<file path="config.mk">
export PLATFORM = sky130hd
export DESIGN_NAME = lap_store_flat
export DESIGN_NICKNAME = d
export VERILOG_FILES = /design/src/rtl/stopwatch_pkg.sv /design/src/rtl/lap_store_pkg.sv /design/src/rtl/lap_store_if.sv /design/src/rtl/lap_ram.sv /design/src/rtl/lap_store.sv /design/src/flat_wrapper.sv
export SDC_FILE = /design/constraint.sdc
export NUM_CORES = 1
export LEC_CHECK = 0
export CORE_MARGIN = 2
export CORE_UTILIZATION = 51
export CTS_BUF_LIST = sky130_fd_sc_hd__clkbuf_4
export DETAILED_ROUTE_END_ITERATION = 8
export PLACE_DENSITY = 0.71
export SLEW_MARGIN = 0
export SYNTH_ARGS = -nofsm -noshare
export SYNTH_HDL_FRONTEND = slang
export SYNTH_SLANG_ARGS = --single-unit
</file>
<file path="constraint.sdc">
create_clock -name clock -period 6.91 [get_ports clock]
set_clock_uncertainty 0.15 [all_clocks]
set_input_delay 0.691 -clock clock [delete_from_list [all_inputs] [get_ports clock]]
set_output_delay 0.691 -clock clock [all_outputs]
set_load 0.02 [all_outputs]
</file>
<file path="src/rtl/stopwatch_pkg.sv">
// stopwatch_pkg
//   Definitions shared by the stopwatch control FSM and its responder blocks.
//   STATE_W : width of the one-hot control state vector
//   TIME_W  : width of a timestamp (6 BCD digits mm:ss:cc)
//   IDLE..CLEAR : bit index of each control state inside the one-hot vector
package stopwatch_pkg;
  localparam int STATE_W  = 11;
  localparam int TIME_W   = 24;

  localparam int IDLE     = 0;
  localparam int ARMED    = 1;
  localparam int RUNNING  = 2;
  localparam int PAUSED   = 3;
  localparam int LAP      = 4;
  localparam int RETRIEVE = 5;
  localparam int DISPLAY  = 6;
  localparam int SCROLL   = 7;
  localparam int RESET    = 8;
  localparam int DONE     = 9;
  localparam int CLEAR    = 10;
endpackage

</file>
<file path="src/rtl/lap_store_pkg.sv">
// lap_store_pkg
//   Local types and defaults of the lap store.
//   LAP_DEPTH / LAP_PTR_W : default number of lap entries and its log2
//   lap_fsm_e             : internal controller states
//   cmd_legal()           : whether a control state vector may start an action
package lap_store_pkg;
  import stopwatch_pkg::*;

  localparam int LAP_DEPTH = 8;
  localparam int LAP_PTR_W = 3;

  typedef enum logic {
    ST_IDLE = 1'b0,
    ST_WIPE = 1'b1
  } lap_fsm_e;

  // A proper one-hot vector is legal. The one two-hot pattern RESET+RETRIEVE
  // is also accepted so that a RESET entry colliding with a RETRIEVE entry
  // still wipes; any other multi-bit or empty vector starts nothing.
  function automatic logic cmd_legal(input logic [STATE_W-1:0] s);
    logic [STATE_W-1:0] pair;
    pair           = '0;
    pair[RESET]    = 1'b1;
    pair[RETRIEVE] = 1'b1;
    return $onehot(s) || (s == pair);
  endfunction
endpackage

</file>
<file path="src/rtl/lap_store_if.sv">
// lap_store_if
//   Bundle between the stopwatch control/LCD side (master) and the lap
//   store (slave).
//   state     : one-hot control state            (master -> slave)
//   time_now  : live stopwatch time               (master -> slave)
//   rd_idx    : lap select, 0 = most recent       (master -> slave)
//   rd_data   : registered lap value              (slave -> master)
//   lap_count : valid entries, saturates at DEPTH (slave -> master)
//   overflow  : sticky, oldest entry overwritten  (slave -> master)
//   reg_busy  : high while the memory is cleared  (slave -> master)
interface lap_store_if #(
  parameter int PTR_W = lap_store_pkg::LAP_PTR_W
);
  logic [stopwatch_pkg::STATE_W-1:0] state;
  logic [stopwatch_pkg::TIME_W-1:0]  time_now;
  logic [PTR_W-1:0]                  rd_idx;
  logic [stopwatch_pkg::TIME_W-1:0]  rd_data;
  logic [PTR_W:0]                    lap_count;
  logic                              overflow;
  logic                              reg_busy;

  modport master (
    output state, time_now, rd_idx,
    input  rd_data, lap_count, overflow, reg_busy
  );

  modport slave (
    input  state, time_now, rd_idx,
    output rd_data, lap_count, overflow, reg_busy
  );
endinterface

</file>
<file path="src/rtl/lap_ram.sv">
// lap_ram
//   DEPTH x WIDTH storage, one synchronous write port and one registered
//   read port (read-before-write on an address collision).
//   clock : system clock
//   we/waddr/wdata : write port
//   raddr/rdata    : read address, data one cycle later
module lap_ram
  import stopwatch_pkg::*;
#(
  parameter int DEPTH = 8,
  parameter int PTR_W = 3,
  parameter int WIDTH = TIME_W
) (
  input  logic             clock,
  input  logic             we,
  input  logic [PTR_W-1:0] waddr,
  input  logic [WIDTH-1:0] wdata,
  input  logic [PTR_W-1:0] raddr,
  output logic [WIDTH-1:0] rdata
);
  logic [WIDTH-1:0] mem [DEPTH];
  logic [WIDTH-1:0] rdata_q;

  always_ff @(posedge clock) begin
    if (we) begin
      mem[waddr] <= wdata;
    end
    rdata_q <= mem[raddr];
  end

  assign rdata = rdata_q;
endmodule

</file>
<file path="src/rtl/lap_store.sv">
// lap_store
//   Responds to the stopwatch control FSM: captures a lap timestamp on each
//   entry into RETRIEVE, clears the lap memory on each entry into RESET and
//   raises reg_busy while doing so. Laps are read back newest-first.
//   clock : system clock, all logic on posedge
//   reset : synchronous active-high reset
//   bus   : lap_store_if slave (state, time_now, rd_idx in;
//           rd_data, lap_count, overflow, reg_busy out)
module lap_store
  import stopwatch_pkg::*, lap_store_pkg::*;
#(
  parameter int DEPTH = LAP_DEPTH,
  parameter int PTR_W = LAP_PTR_W
) (
  input  logic       clock,
  input  logic       reset,
  lap_store_if.slave bus
);
  lap_fsm_e         fsm_q, fsm_d;
  logic [PTR_W-1:0] wipe_cnt_q, wipe_cnt_d;
  logic [PTR_W-1:0] wr_ptr_q, wr_ptr_d;
  logic [PTR_W:0]   lap_count_q, lap_count_d;
  logic             overflow_q, overflow_d;
  logic             rd_zero_q, rd_zero_d;
  // Only the two state bits this block reacts to are remembered.
  logic             prev_reset_q, prev_retrieve_q;

  logic             reset_entry, retrieve_entry;
  logic             wipe_start, capture;

  logic             ram_we;
  logic [PTR_W-1:0] ram_waddr, ram_raddr;
  logic [TIME_W-1:0] ram_wdata, ram_rdata;

  assign reset_entry    = bus.state[RESET]    & ~prev_reset_q;
  assign retrieve_entry = bus.state[RETRIEVE] & ~prev_retrieve_q;
  assign wipe_start     = reset_entry & cmd_legal(bus.state);
  // Capture needs a clean one-hot RETRIEVE; the RESET+RETRIEVE pair wipes.
  assign capture        = retrieve_entry & $onehot(bus.state) & (fsm_q == ST_IDLE);

  always_comb begin
    fsm_d       = fsm_q;
    wipe_cnt_d  = wipe_cnt_q;
    wr_ptr_d    = wr_ptr_q;
    lap_count_d = lap_count_q;
    overflow_d  = overflow_q;
    ram_we      = 1'b0;
    ram_waddr   = wr_ptr_q;
    ram_wdata   = bus.time_now;

    if (fsm_q == ST_WIPE) begin
      ram_we     = 1'b1;
      ram_waddr  = wipe_cnt_q;
      ram_wdata  = '0;
      wipe_cnt_d = wipe_cnt_q + 1'b1;
      if (wipe_cnt_q == PTR_W'(DEPTH - 1)) begin
        fsm_d = ST_IDLE;
      end
    end else if (capture) begin
      ram_we   = 1'b1;
      wr_ptr_d = wr_ptr_q + 1'b1;
      if (lap_count_q == (PTR_W + 1)'(DEPTH)) begin
        overflow_d = 1'b1;
      end else begin
        lap_count_d = lap_count_q + 1'b1;
      end
    end

    // A RESET entry (re)starts the wipe from entry 0, even mid-wipe.
    if (wipe_start) begin
      fsm_d       = ST_WIPE;
      wipe_cnt_d  = '0;
      wr_ptr_d    = '0;
      lap_count_d = '0;
      overflow_d  = 1'b0;
    end
  end

  // Newest lap sits just below the write pointer.
  assign ram_raddr = wr_ptr_q - 1'b1 - bus.rd_idx;
  assign rd_zero_d = ({1'b0, bus.rd_idx} >= lap_count_q) | (fsm_q == ST_WIPE);

  always_ff @(posedge clock) begin
    if (reset) begin
      fsm_q           <= ST_WIPE;
      wipe_cnt_q      <= '0;
      wr_ptr_q        <= '0;
      lap_count_q     <= '0;
      overflow_q      <= 1'b0;
      rd_zero_q       <= 1'b1;
      prev_reset_q    <= 1'b0;
      prev_retrieve_q <= 1'b0;
    end else begin
      fsm_q           <= fsm_d;
      wipe_cnt_q      <= wipe_cnt_d;
      wr_ptr_q        <= wr_ptr_d;
      lap_count_q     <= lap_count_d;
      overflow_q      <= overflow_d;
      rd_zero_q       <= rd_zero_d;
      prev_reset_q    <= bus.state[RESET];
      prev_retrieve_q <= bus.state[RETRIEVE];
    end
  end

  lap_ram #(
    .DEPTH (DEPTH),
    .PTR_W (PTR_W),
    .WIDTH (TIME_W)
  ) u_ram (
    .clock (clock),
    .we    (ram_we),
    .waddr (ram_waddr),
    .wdata (ram_wdata),
    .raddr (ram_raddr),
    .rdata (ram_rdata)
  );

  // The RAM output register has no reset; the registered zero flag covers
  // reset, out-of-range indices and reads during a wipe.
  assign bus.rd_data   = rd_zero_q ? '0 : ram_rdata;
  assign bus.lap_count = lap_count_q;
  assign bus.overflow  = overflow_q;
  // The entry cycle itself is busy, so the control FSM cannot leave RESET early.
  assign bus.reg_busy  = (fsm_q == ST_WIPE) | wipe_start;
endmodule

</file>
<file path="src/flat_wrapper.sv">
// flat-port wrapper written by rule: the top's interface ports become plain ports
module lap_store_flat import stopwatch_pkg::*, lap_store_pkg::*;
#(
  parameter int DEPTH = LAP_DEPTH,
  parameter int PTR_W = LAP_PTR_W
)
  (clock, reset, bus_state, bus_time_now, bus_rd_idx, bus_rd_data, bus_lap_count, bus_overflow, bus_reg_busy);
  lap_store_if #(.PTR_W(PTR_W)) bus_i ();
  input  logic clock;
  input  logic reset;
  input wire logic [$bits(bus_i.state)-1:0] bus_state;
  input wire logic [$bits(bus_i.time_now)-1:0] bus_time_now;
  input wire logic [$bits(bus_i.rd_idx)-1:0] bus_rd_idx;
  output wire logic [$bits(bus_i.rd_data)-1:0] bus_rd_data;
  output wire logic [$bits(bus_i.lap_count)-1:0] bus_lap_count;
  output wire logic [$bits(bus_i.overflow)-1:0] bus_overflow;
  output wire logic [$bits(bus_i.reg_busy)-1:0] bus_reg_busy;
  assign bus_i.state = bus_state;
  assign bus_i.time_now = bus_time_now;
  assign bus_i.rd_idx = bus_rd_idx;
  assign bus_rd_data = bus_i.rd_data;
  assign bus_lap_count = bus_i.lap_count;
  assign bus_overflow = bus_i.overflow;
  assign bus_reg_busy = bus_i.reg_busy;
  lap_store #(.DEPTH(DEPTH), .PTR_W(PTR_W)) u_core (.clock(clock), .reset(reset), .bus(bus_i));
endmodule
</file>
==> run summary, run 1 <==
synth warn - 0
syn avg cell area - 18.9 sq um
Max IR drop VDD - 0.000119 V
Pleak - 0.00398 uW
Max Cap Violations - 0
IO Port Bufs - 69
FF+latch count, synth - 231
Post-synth top flop - edfxtp_1
Vias/cell - 5.33
global-route wire length before repair - 27000 um
total CTS buffers - 54
wire per inst - 19.3 um
Area contributors post-synth - edfxtp_1, mux4_2, dfxtp_1, nor2b_1, mux2_4
R2R Setup Slk - 3980 ps
CP Capture Type - output pin
Seq/Total Area, Yosys - 69.2%
Fmax achieved - 0.171 GHz
crit start category - input port
post-route ant nets - 0
dpl hpwl - 10000 um
most frequent cells in the layout - edfxtp_1, clkbuf_4, clkdlybuf4s50_1
status - finished with violations
PD cells - 287 nW/um^2
io pins - 70
P&R area growth vs syn - 17.7%
number of DRC markers in iteration 0 - 419
Post-synth ARST share - 0%
Hold Violations, Final - 0
GPL Wtd Cong - 0.814
share of post-route cells with drive strength above 1 - 26.2%
Mapped Nets - 569
Syn Std Cell Area - 9450 sq um
largest net degree at the start of global routing - 49
final worst slack - 1060 ps
Synth cell types - 44
Synth area leader - edfxtp_1
Clock Latency Late Sink - 630 ps
GRT Resource Usage Total - 18.1%
reg2reg end - u_core.u_ram.rdata[20]$_DFF_P_
Worst Hold Class - reg -> reg
fin nets - 685
CP Data Required Time - 6070 ps
Clock Tree Buf Depth - 3
Area after DPL - 10400 sq um
number of remaining DRC errors - 2
failing checks - design-rule violations
EDFF count, synth - 192
Initial Utilization - 52.3%
footprint of the multi-input gates - 2710 sq um
Post-CTS Setup Bufs - 0
Final Cycle Share - 84.6%
Setup Viol. Count Final - 0
htree depth - 2
final hold slack - 378 ps
initial antenna violation count - 1
post-CTS sizing - 0
Root Driver - clkbuf_4
critical path class - in -> out
clock-pin slew on the worst setup and hold paths - 70 ps
grt total ovfl - 0
Initial DRT Pass Iterations - 8
Placeable Area - 18100 sq um
TritonCTS clock tree - built
routed wire length - 17200 um
CP startpoint - bus_state[8]
Worst-Margin Slew - 990 ps
RR Startpoint - u_core.wr_ptr_q[0]$_SDFFE_PP0P_
Vias - 4751
Synth top area share - 61.0%
Reg area - 6550 sq um
die footprint - 19600 sq um
Slew Viols, Final - 0
min Tclk post-route - 5850 ps
CTS Sinks - 231
# rows - 49
hold bufs inserted after CTS - 0
unrepaired setup endpoints after global routing - no
final-layout fill cell count - 1274
Max-slew headroom - 34.0%
post-layout instance area - 11100 sq um
Critical Path AT - 5010 ps
Worst R2R Path Depth - 6
Die W - 140 um
CP Max Fanout - 5
die span in y - 140 um
most common cell after layout, fill and taps aside - edfxtp_1
critical path endpoint - bus_reg_busy
Syn Inst Count - 500
vias in the first global route - 5018
post-place setup slack - 1050 ps
setup TNS - 0 ps
-- synth_stat cells (4+ instances only) --
library cell / number
mux2_4: 20
ha_1: 22
nor2_1: 11
mux4_2: 37
fa_1: 7
inv_1: 29
nor2b_1: 50
buf_2: 7
edfxtp_1: 192
nor3_1: 8
nand3_1: 6
mux4_1: 11
xnor2_1: 4
mux2_2: 4
dfxtp_1: 39
a21oi_1: 4
clkbuf_1: 9
-- kinds of logic (layout without fill, tap and decap cells) --
logic type                 Yosys count  in the layout  synth area share (%)
DFF                                231            231                  69.2
and+or+nand+nor                     88             88                  5.64
muxes                               75             75                  15.8
buffers and inverters               50            211                  2.58
adders and majority gates           29             29                  4.39
AOI/OAI and AO/OA                   21             21                  1.59
xor gates and xnor gates             6              6                 0.715
other                                0              1                     0
-- layout make-up --
| cell class | count | area share [%] |
|---|---|---|
| clock inverter | 22 | 0.798 |
| sequential | 231 | 58.8 |
| multi-input combinational | 219 | 24.3 |
| clock buffer | 79 | 5.33 |
| tap | 229 | 2.57 |
| timing repair buffer | 81 | 7.13 |
| inverter | 29 | 0.978 |
| antenna | 1 | 0.0225 |
-- metal layers --
layer  track usage (%)  wire length [um]  up-vias
met5                 0                 0        -
met2              30.9              8880      138
met1              23.3              7170     2382
met4              5.58               244        0
met3              4.14               904       23
li1                  -                 -     2208
-- sequential cells by signal, summed over array words and instances, names as in the netlist --
register / count
u_core.bus.lap_count: 4
u_core.u_ram.mem: 192
u_core.bus.overflow: 1
u_core.wr_ptr_q: 3
u_core.prev_reset_q: 1
u_core.prev_retrieve_q: 1
u_core.u_ram.rdata: 24
u_core.rd_zero_q: 1
u_core.fsm_q: 1
u_core.wipe_cnt_q: 3
-- per-stage QoR --
step / total power [uW] / utilization [%] / std cells
global route: 3340 / 61.5 / 891
floorplan: 2050 / - / 500
global placement: 2180 / 57.8 / 789
finish: 3190 / 61.5 / 891
CTS: 3230 / 61.5 / 890
detailed placement: 2200 / 57.8 / 789
-- worst min-delay path by stage --
stage	start	depth (start not counted)	slack (ps)	end
2_1_floorplan	u_core.wipe_cnt_q[0]$_SDFFE_PP0P_	2	380	u_core.wipe_cnt_q[0]$_SDFFE_PP0P_
3_3_place_gp	u_core.bus.overflow$_SDFFE_PP0P_	2	370	u_core.bus.overflow$_SDFFE_PP0P_
3_5_place_dp	u_core.bus.overflow$_SDFFE_PP0P_	2	360	u_core.bus.overflow$_SDFFE_PP0P_
4_1_cts	u_core.bus.overflow$_SDFFE_PP0P_	2	380	u_core.bus.overflow$_SDFFE_PP0P_
5_1_grt	u_core.bus.overflow$_SDFFE_PP0P_	2	400	u_core.bus.overflow$_SDFFE_PP0P_
6_report	u_core.bus.overflow$_SDFFE_PP0P_	2	380	u_core.bus.overflow$_SDFFE_PP0P_
-- where the power goes --
| group | switching (uW) | internal [uW] | leakage (uW) |
|---|---|---|---|
| sequential | 46.5 | 1700 | 0.00215 |
| combinational | 218 | 197 | 0.00142 |
| clock | 501 | 528 | 0.000404 |
| total | 765 | 2430 | 0.00398 |
-- worst max-delay path, cell delays in order --
cell	delay [ps]
clkdlybuf4s50_1	530
ha_1	160
inv_1	50
fa_1	530
inv_1	60
fa_1	510
fa_1	490
ha_1	220
fa_1	470
nor3b_4	270
nand2_1	90
a21oi_1	180
or2_1	130
clkdlybuf4s50_1	610
Power figures use the tool's default switching activity.
==> run 2, diff against run 1 <==
--- a/config.mk
+++ b/config.mk
@@ -9,7 +9,7 @@
 export CORE_UTILIZATION = 51
 export CTS_BUF_LIST = sky130_fd_sc_hd__clkbuf_4
 export DETAILED_ROUTE_END_ITERATION = 8
-export PLACE_DENSITY = 0.71
+export PLACE_DENSITY = 0.74
 export SLEW_MARGIN = 0
 export SYNTH_ARGS = -nofsm -noshare
 export SYNTH_HDL_FRONTEND = slang
==> constraint.sdc (replaced) <==
create_clock -name clock -period 4.8 [get_ports clock]
set_clock_uncertainty 0.15 [all_clocks]
set_input_delay 0.48 -clock clock [delete_from_list [all_inputs] [get_ports clock]]
set_output_delay 0.48 -clock clock [all_outputs]
set_load 0.02 [all_outputs]
==> run summary, run 2 (synthesized netlist as in run 1, its figures left out) <==
most frequent cells in the layout - edfxtp_1, clkbuf_4, clkdlybuf4s50_1
Worst R2R Path Depth - 7 (+1)
fin nets - 708 (+3.4%)
Clk network pwr share - 33.1% (+0.9 points)
Root Driver - clkbuf_4
delay-heaviest family, CP - adder cells
Slowest cell on crit path - fa_1
post-layout instance area - 11500 sq um (+3.5%)
Fmax achieved - 0.222 GHz
clock-pin slew on the worst setup and hold paths - 60 ps (about the same)
CP Data Required Time - 4170 ps (-1900 ps)
Sw Share - 23.4% (-0.63 points)
min Tclk post-route - 4510 ps
CP Buf/Inv Count - 4 (unchanged)
post-route ant nets - 0 (unchanged)
Critical Path AT - 3880 ps (-1130 ps)
Initial Utilization - 52.3% (unchanged)
reg2reg end - u_core.u_ram.rdata[14]$_DFF_P_
io pins - 70 (unchanged)
grt total ovfl - 0 (unchanged)
die span in y - 140 um (unchanged)
# rows - 49 (unchanged)
routed wire length - 17400 um (+1.3%)
critical path depth - 14 (unchanged)
share of post-route cells with drive strength above 1 - 31.6% (+5.4 points)
final worst slack - 293 ps (-770 ps)
R2R Setup Slk - 2030 ps (-1950 ps)
GPL Wtd Cong - 0.796 (-2.2%)
post-place setup slack - -517 ps (-1570 ps)
failing checks - design-rule violations
RR Startpoint - u_core.wr_ptr_q[0]$_SDFFE_PP0P_
Slew Viols, Final - 0 (unchanged)
Clock Latency Late Sink - 650 ps (+20 ps)
CP max stage delay - 550 ps (-60 ps)
hold path depth - 3 (+1)
global-route wire length before repair - 27600 um (+2.3%)
most flop-heavy register - u_core.u_ram.mem
Max IR drop VDD - 0.000172 V (+45%)
CTS Sinks - 231 (unchanged)
Pwr Total - 4810 uW (+51%)
Max-slew headroom - 33.1% (-0.85 points)
Hold Violations, Final - 0 (unchanged)
CP startpoint - bus_state[8]
Internal Power - 3690 uW (+52%)
most common cell after layout, fill and taps aside - edfxtp_1
register share of total power - 52.2% (-2.5 points)
P&R area growth vs syn - 21.8%
dpl hpwl - 10600 um (+5.8%)
Vias/cell - 5.35 (+0.42%)
Comb pwr share - 14.7% (+1.7 points)
Placeable Area - 18100 sq um (unchanged)
die footprint - 19600 sq um (unchanged)
Final Cycle Share - 93.9%
HP Start - bus_state[5]
CP Max Fanout - 3 (-2)
Worst-Margin Slew - 1000 ps (+11.4 ps)
PD cells - 418 nW/um^2 (+46%)
vias in the first global route - 5303 (+5.7%)
htree depth - 2 (unchanged)
number of DRC markers in iteration 0 - 318 (-24%)
Setup Viol. Count Final - 0 (unchanged)
Die W - 140 um (unchanged)
largest net degree at the start of global routing - 49 (unchanged)
CP dominant cell by count - fa_1
wire per inst - 19.1 um (-1.2%)
NetSw - 1120 uW (+47%)
CP Cell Sequence - dlygate4sd2_1 > ha_1 > inv_1 > fa_1 > inv_1 > fa_1 > fa_1 > ha_2 > fa_1 > nor3b_4 > nand2_1 > a21oi_2 > or2_1 > buf_6
max reg flops - 192 (unchanged)
Clock Tree Buf Depth - 3 (unchanged)
Worst Hold Class - in -> reg
initial antenna violation count - 1 (unchanged)
total CTS buffers - 55 (+1.9%)
Initial DRT Pass Iterations - 9 (+1)
TritonCTS clock tree - built
Vias - 4894 (+3.0%)
unrepaired setup endpoints after global routing - no
IO Port Bufs - 69 (unchanged)
status - finished with violations
critical path endpoint - bus_reg_busy
hold bufs inserted after CTS - 0 (unchanged)
CP Capture Type - output pin
number of remaining DRC errors - 5 (+3)
Area after DPL - 10700 sq um (+2.8%)
crit start category - input port
Max Cap Violations - 0 (unchanged)
critical path class - in -> out
Pleak - 0.00422 uW (+6.1%)
GRT Resource Usage Total - 18.4% (+0.35 points)
-- run 2: changes by cell type in the layout (fill, tap and decap cells not counted), sizes merged --
cell / before / now
buf: 12 / 35
clkbuf: 79 / 94
clkdlybuf4s50: 69 / 60
clkinv: 20 / 6
dlygate4sd2: 0 / 1
dlymetal6s2s: 0 / 7
-- run 2: worst min-delay path, stage by stage --
cell and delay [ps]:
dlymetal6s2s_1 110, buf_4 130, nor2b_1 110
-- run 2: through the flow --
stage	hold slack [ps]	utilization, %	TNS [ps]	std cells
after floorplan	380	-	-18470	500
after global placement	354	59.4	-52360	810
after detailed placement	346	59.4	-68700	810
after CTS	180	63.5	0	912
after global routing	81.1	63.7	0	914
final	86.4	63.7	0	914
-- run 2: cell type report --
type / count / area, sq um
Antenna cell: 1 / 2.50
Clock buffer: 94 / 706
Clock inverter: 8 / 33.8
Fill cell: 1271 / 6570
Inverter: 29 / 109
Multi-Input combinational cell: 219 / 2740
Sequential cell: 231 / 6550
Tap cell: 229 / 287
Timing Repair Buffer: 103 / 1090
-- run 2: how the worst min path moves through the flow --
stage	end	slack [ps]
global placement	u_core.bus.overflow$_SDFFE_PP0P_	350
detailed placement	u_core.bus.overflow$_SDFFE_PP0P_	350
global route	u_core.prev_retrieve_q$_SDFF_PP0_	80
finish	u_core.prev_retrieve_q$_SDFF_PP0_	90
CTS	u_core.prev_reset_q$_SDFF_PP0_	180
floorplan	u_core.wipe_cnt_q[0]$_SDFFE_PP0P_	380
-- run 2: power by group through the flow --
stage	combinational, uW	clock (uW)	sequential, uW
floorplan	432	0	2530
global placement	693	0	2540
detailed placement	713	0	2560
CTS	717	1640	2510
global route	762	1740	2530
finish	707	1600	2510
-- run 2: per-layer routing --
layer | vias up | track usage [%] | share of wire [%]
met4 | 0 | 6.75 | 1.7
met5 | - | 0 | 0
met2 | 141 | 31.8 | 52
met1 | 2472 | 23.0 | 41
li1 | 2256 | - | -
met3 | 25 | 4.27 | 5.8
-- run 2: timing repair --
| action | CTS | global route |
|---|---|---|
| endpoints found under the setup margin | 1 | 1 |
| gates resized for setup | 8 | 14 |
| buffers inserted | 0 | 1 |
| pin swaps | 2 | 10 |
| endpoints found under the hold margin | 0 | 0 |
==> run 3, diff against run 2 <==
--- a/config.mk
+++ b/config.mk
@@ -10,6 +10,7 @@
 export CTS_BUF_LIST = sky130_fd_sc_hd__clkbuf_4
 export DETAILED_ROUTE_END_ITERATION = 8
 export PLACE_DENSITY = 0.74
+export SETUP_SLACK_MARGIN = 0.2
 export SLEW_MARGIN = 0
 export SYNTH_ARGS = -nofsm -noshare
 export SYNTH_HDL_FRONTEND = slang
==> run summary, run 3 (synthesized netlist as in run 1, its figures left out) <==
number of DRC markers in iteration 0 - 254 (-20%)
Initial DRT Pass Iterations - 9 (unchanged)
P&R area growth vs syn - 22.3%
PD cells - 424 nW/um^2 (+1.5%)
Initial Utilization - 52.3% (unchanged)
Clock Latency Late Sink - 680 ps (+30 ps)
io pins - 70 (unchanged)
routed wire length - 17700 um (+1.4%)
IO Port Bufs - 69 (unchanged)
Worst Hold Class - in -> reg
CP Capture Type - output pin
final-layout fill cell count - 1238 (-2.6%)
RR Startpoint - u_core.wr_ptr_q[0]$_SDFFE_PP0P_
failing checks - design-rule violations
initial antenna violation count - 1 (unchanged)
CP max stage delay - 560 ps (about the same)
final worst slack - 337 ps (+44.2 ps)
min Tclk post-route - 4460 ps (-44.2 ps)
grt total ovfl - 0 (unchanged)
largest net degree at the start of global routing - 49 (unchanged)
DR WL met3 - 731 um (-27%)
CP Data Required Time - 4170 ps (about the same)
die footprint - 19600 sq um (unchanged)
Max-slew headroom - 37.8% (+4.6 points)
CTS Sinks - 231 (unchanged)
post-layout instance area - 11600 sq um (+0.41%)
# rows - 49 (unchanged)
Vias - 4915 (+0.43%)
Hold Path End - u_core.prev_reset_q$_SDFF_PP0_
GRT Resource Usage Total - 18.8% (+0.32 points)
footprint of the multi-input gates - 2760 sq um (+0.64%)
most frequent cells in the layout - edfxtp_1, clkbuf_4, clkdlybuf4s50_1
Critical Path AT - 3830 ps (-50 ps)
reg2reg end - u_core.u_ram.rdata[2]$_DFF_P_
number of remaining DRC errors - 4 (-1)
hold path depth - 3 (unchanged)
Final Cycle Share - 93.0% (-0.92 points)
Placeable Area - 18100 sq um (unchanged)
vias in the first global route - 5351 (+0.91%)
GPL Wtd Cong - 0.753 (-5.3%)
most common cell after layout, fill and taps aside - edfxtp_1
Slowest cell on crit path - fa_1
wire per inst - 19.1 um (+0.21%)
CP Max Fanout - 2 (-1)
post-place setup slack - -552 ps (-34.7 ps)
Fmax achieved - 0.224 GHz (+0.99%)
max layer used - met4
Pleak - 0.00421 uW (-0.16%)
met2 wire length - 9220 um (+1.8%)
share of post-route cells with drive strength above 1 - 33.5% (+1.9 points)
TritonCTS clock tree - built
CP dominant cell by count - fa_1
Max IR drop VDD - 0.000222 V (+29%)
unrepaired setup endpoints after global routing - no
Die W - 140 um (unchanged)
most flop-heavy register - u_core.u_ram.mem
htree depth - 2 (unchanged)
clock-pin slew on the worst setup and hold paths - 70 ps (about the same)
Max Cap Violations - 0 (unchanged)
Setup Viol. Count Final - 0 (unchanged)
global-route wire length before repair - 28200 um (+2.0%)
total CTS buffers - 58 (+5.5%)
Clock Tree Buf Depth - 3 (unchanged)
fin nets - 715 (+0.99%)
M1 wire length - 7370 um (+4.4%)
Area after DPL - 10700 sq um (-0.26%)
HP Start - bus_state[8]
max reg flops - 192 (unchanged)
crit start category - input port
post-route ant nets - 0 (unchanged)
Reg area - 6550 sq um (unchanged)
R2R Setup Slk - 1910 ps (-120 ps)
CP startpoint - bus_state[4]
Vias/cell - 5.31 (-0.77%)
critical path class - in -> out
Slew Viols, Final - 0 (unchanged)
die span in y - 140 um (unchanged)
Worst R2R Path Depth - 7 (unchanged)
Hold Violations, Final - 0 (unchanged)
CP Cell Sequence - dlygate4sd2_1 > ha_2 > inv_1 > fa_1 > inv_1 > fa_1 > fa_1 > ha_2 > fa_1 > nor3b_4 > nand2_1 > a21oi_2 > or2_1 > buf_6
Worst-Margin Slew - 933 ps (-68.4 ps)
status - finished with violations
dpl hpwl - 10500 um (-0.56%)
Root Driver - clkbuf_4
## run 3: changes by cell type in the layout (fill, tap and decap cells not counted), sizes merged
cell	change
buf	+4
clkbuf	+6
clkinv	+4
clkinvlp	-1
dlygate4sd2	+5
dlymetal6s2s	-7
## run 3: layer usage
metal  up-vias  GRT usage (%)
met4         0           7.23
met1      2458           23.4
met3        32           3.59
li1       2284              -
met5         -              0
met2       141           32.8
## run 3: layout make-up
cell class,instances,share of cell area [%]
repair buffers,107,9.27
clock inverters,11,0.433
clock buffers,98,6.36
inverters,29,0.941
multi-input cells,219,23.9
flip-flops and latches,231,56.6
well taps,229,2.48
diodes,1,0.0216
## run 3: worst max-delay path, delay by kind of cell
kind / cells / cell delay (ps)
adders and majority gates: 6 / 2340
buffers and inverters: 4 / 460
and+or+nand+nor: 3 / 430
AOI/OAI and AO/OA: 1 / 130
## run 3: where the power goes
part	total, uW	internal [uW]	leakage (uW)	switching, uW
Clock	1680	919	0.000480	759
Sequential	2510	2450	0.00215	64.7
Combinational	716	376	0.00158	340
Total	4900	3740	0.00421	1160
## run 3: how the worst max path moves through the flow
stage                                             to  slack [ps]  depth (start not counted)
finish                                  bus_reg_busy         340                         14
global route                            bus_reg_busy         190                         14
CTS                                     bus_reg_busy         200                         14
detailed placement                      bus_reg_busy        -550                         14
global placement                        bus_reg_busy        -440                         14
floorplan           u_core.u_ram.mem[0][0]$_DFFE_PP_          90                         12
## run 3: repair_timing
item,CTS,global route
buffers inserted,5,2
pin swaps,10,8
gates resized for setup,26,4
hold buffers,0,0
endpoints found under the setup margin,1,1
## run 3: per-stage QoR
step / cells / setup TNS, ps / utilization, % / total power, uW / hold WS, ps
after global placement: 808 / -45850 / 59.2 / 3220 / 358
after detailed placement: 808 / -72640 / 59.2 / 3260 / 346
after CTS: 922 / 0 / 63.9 / 4960 / 142
final: 925 / 0 / 63.9 / 4900 / 52.3
after global routing: 925 / 0 / 63.9 / 5130 / 31.9
after floorplan: 500 / 0 / - / 2960 / 380
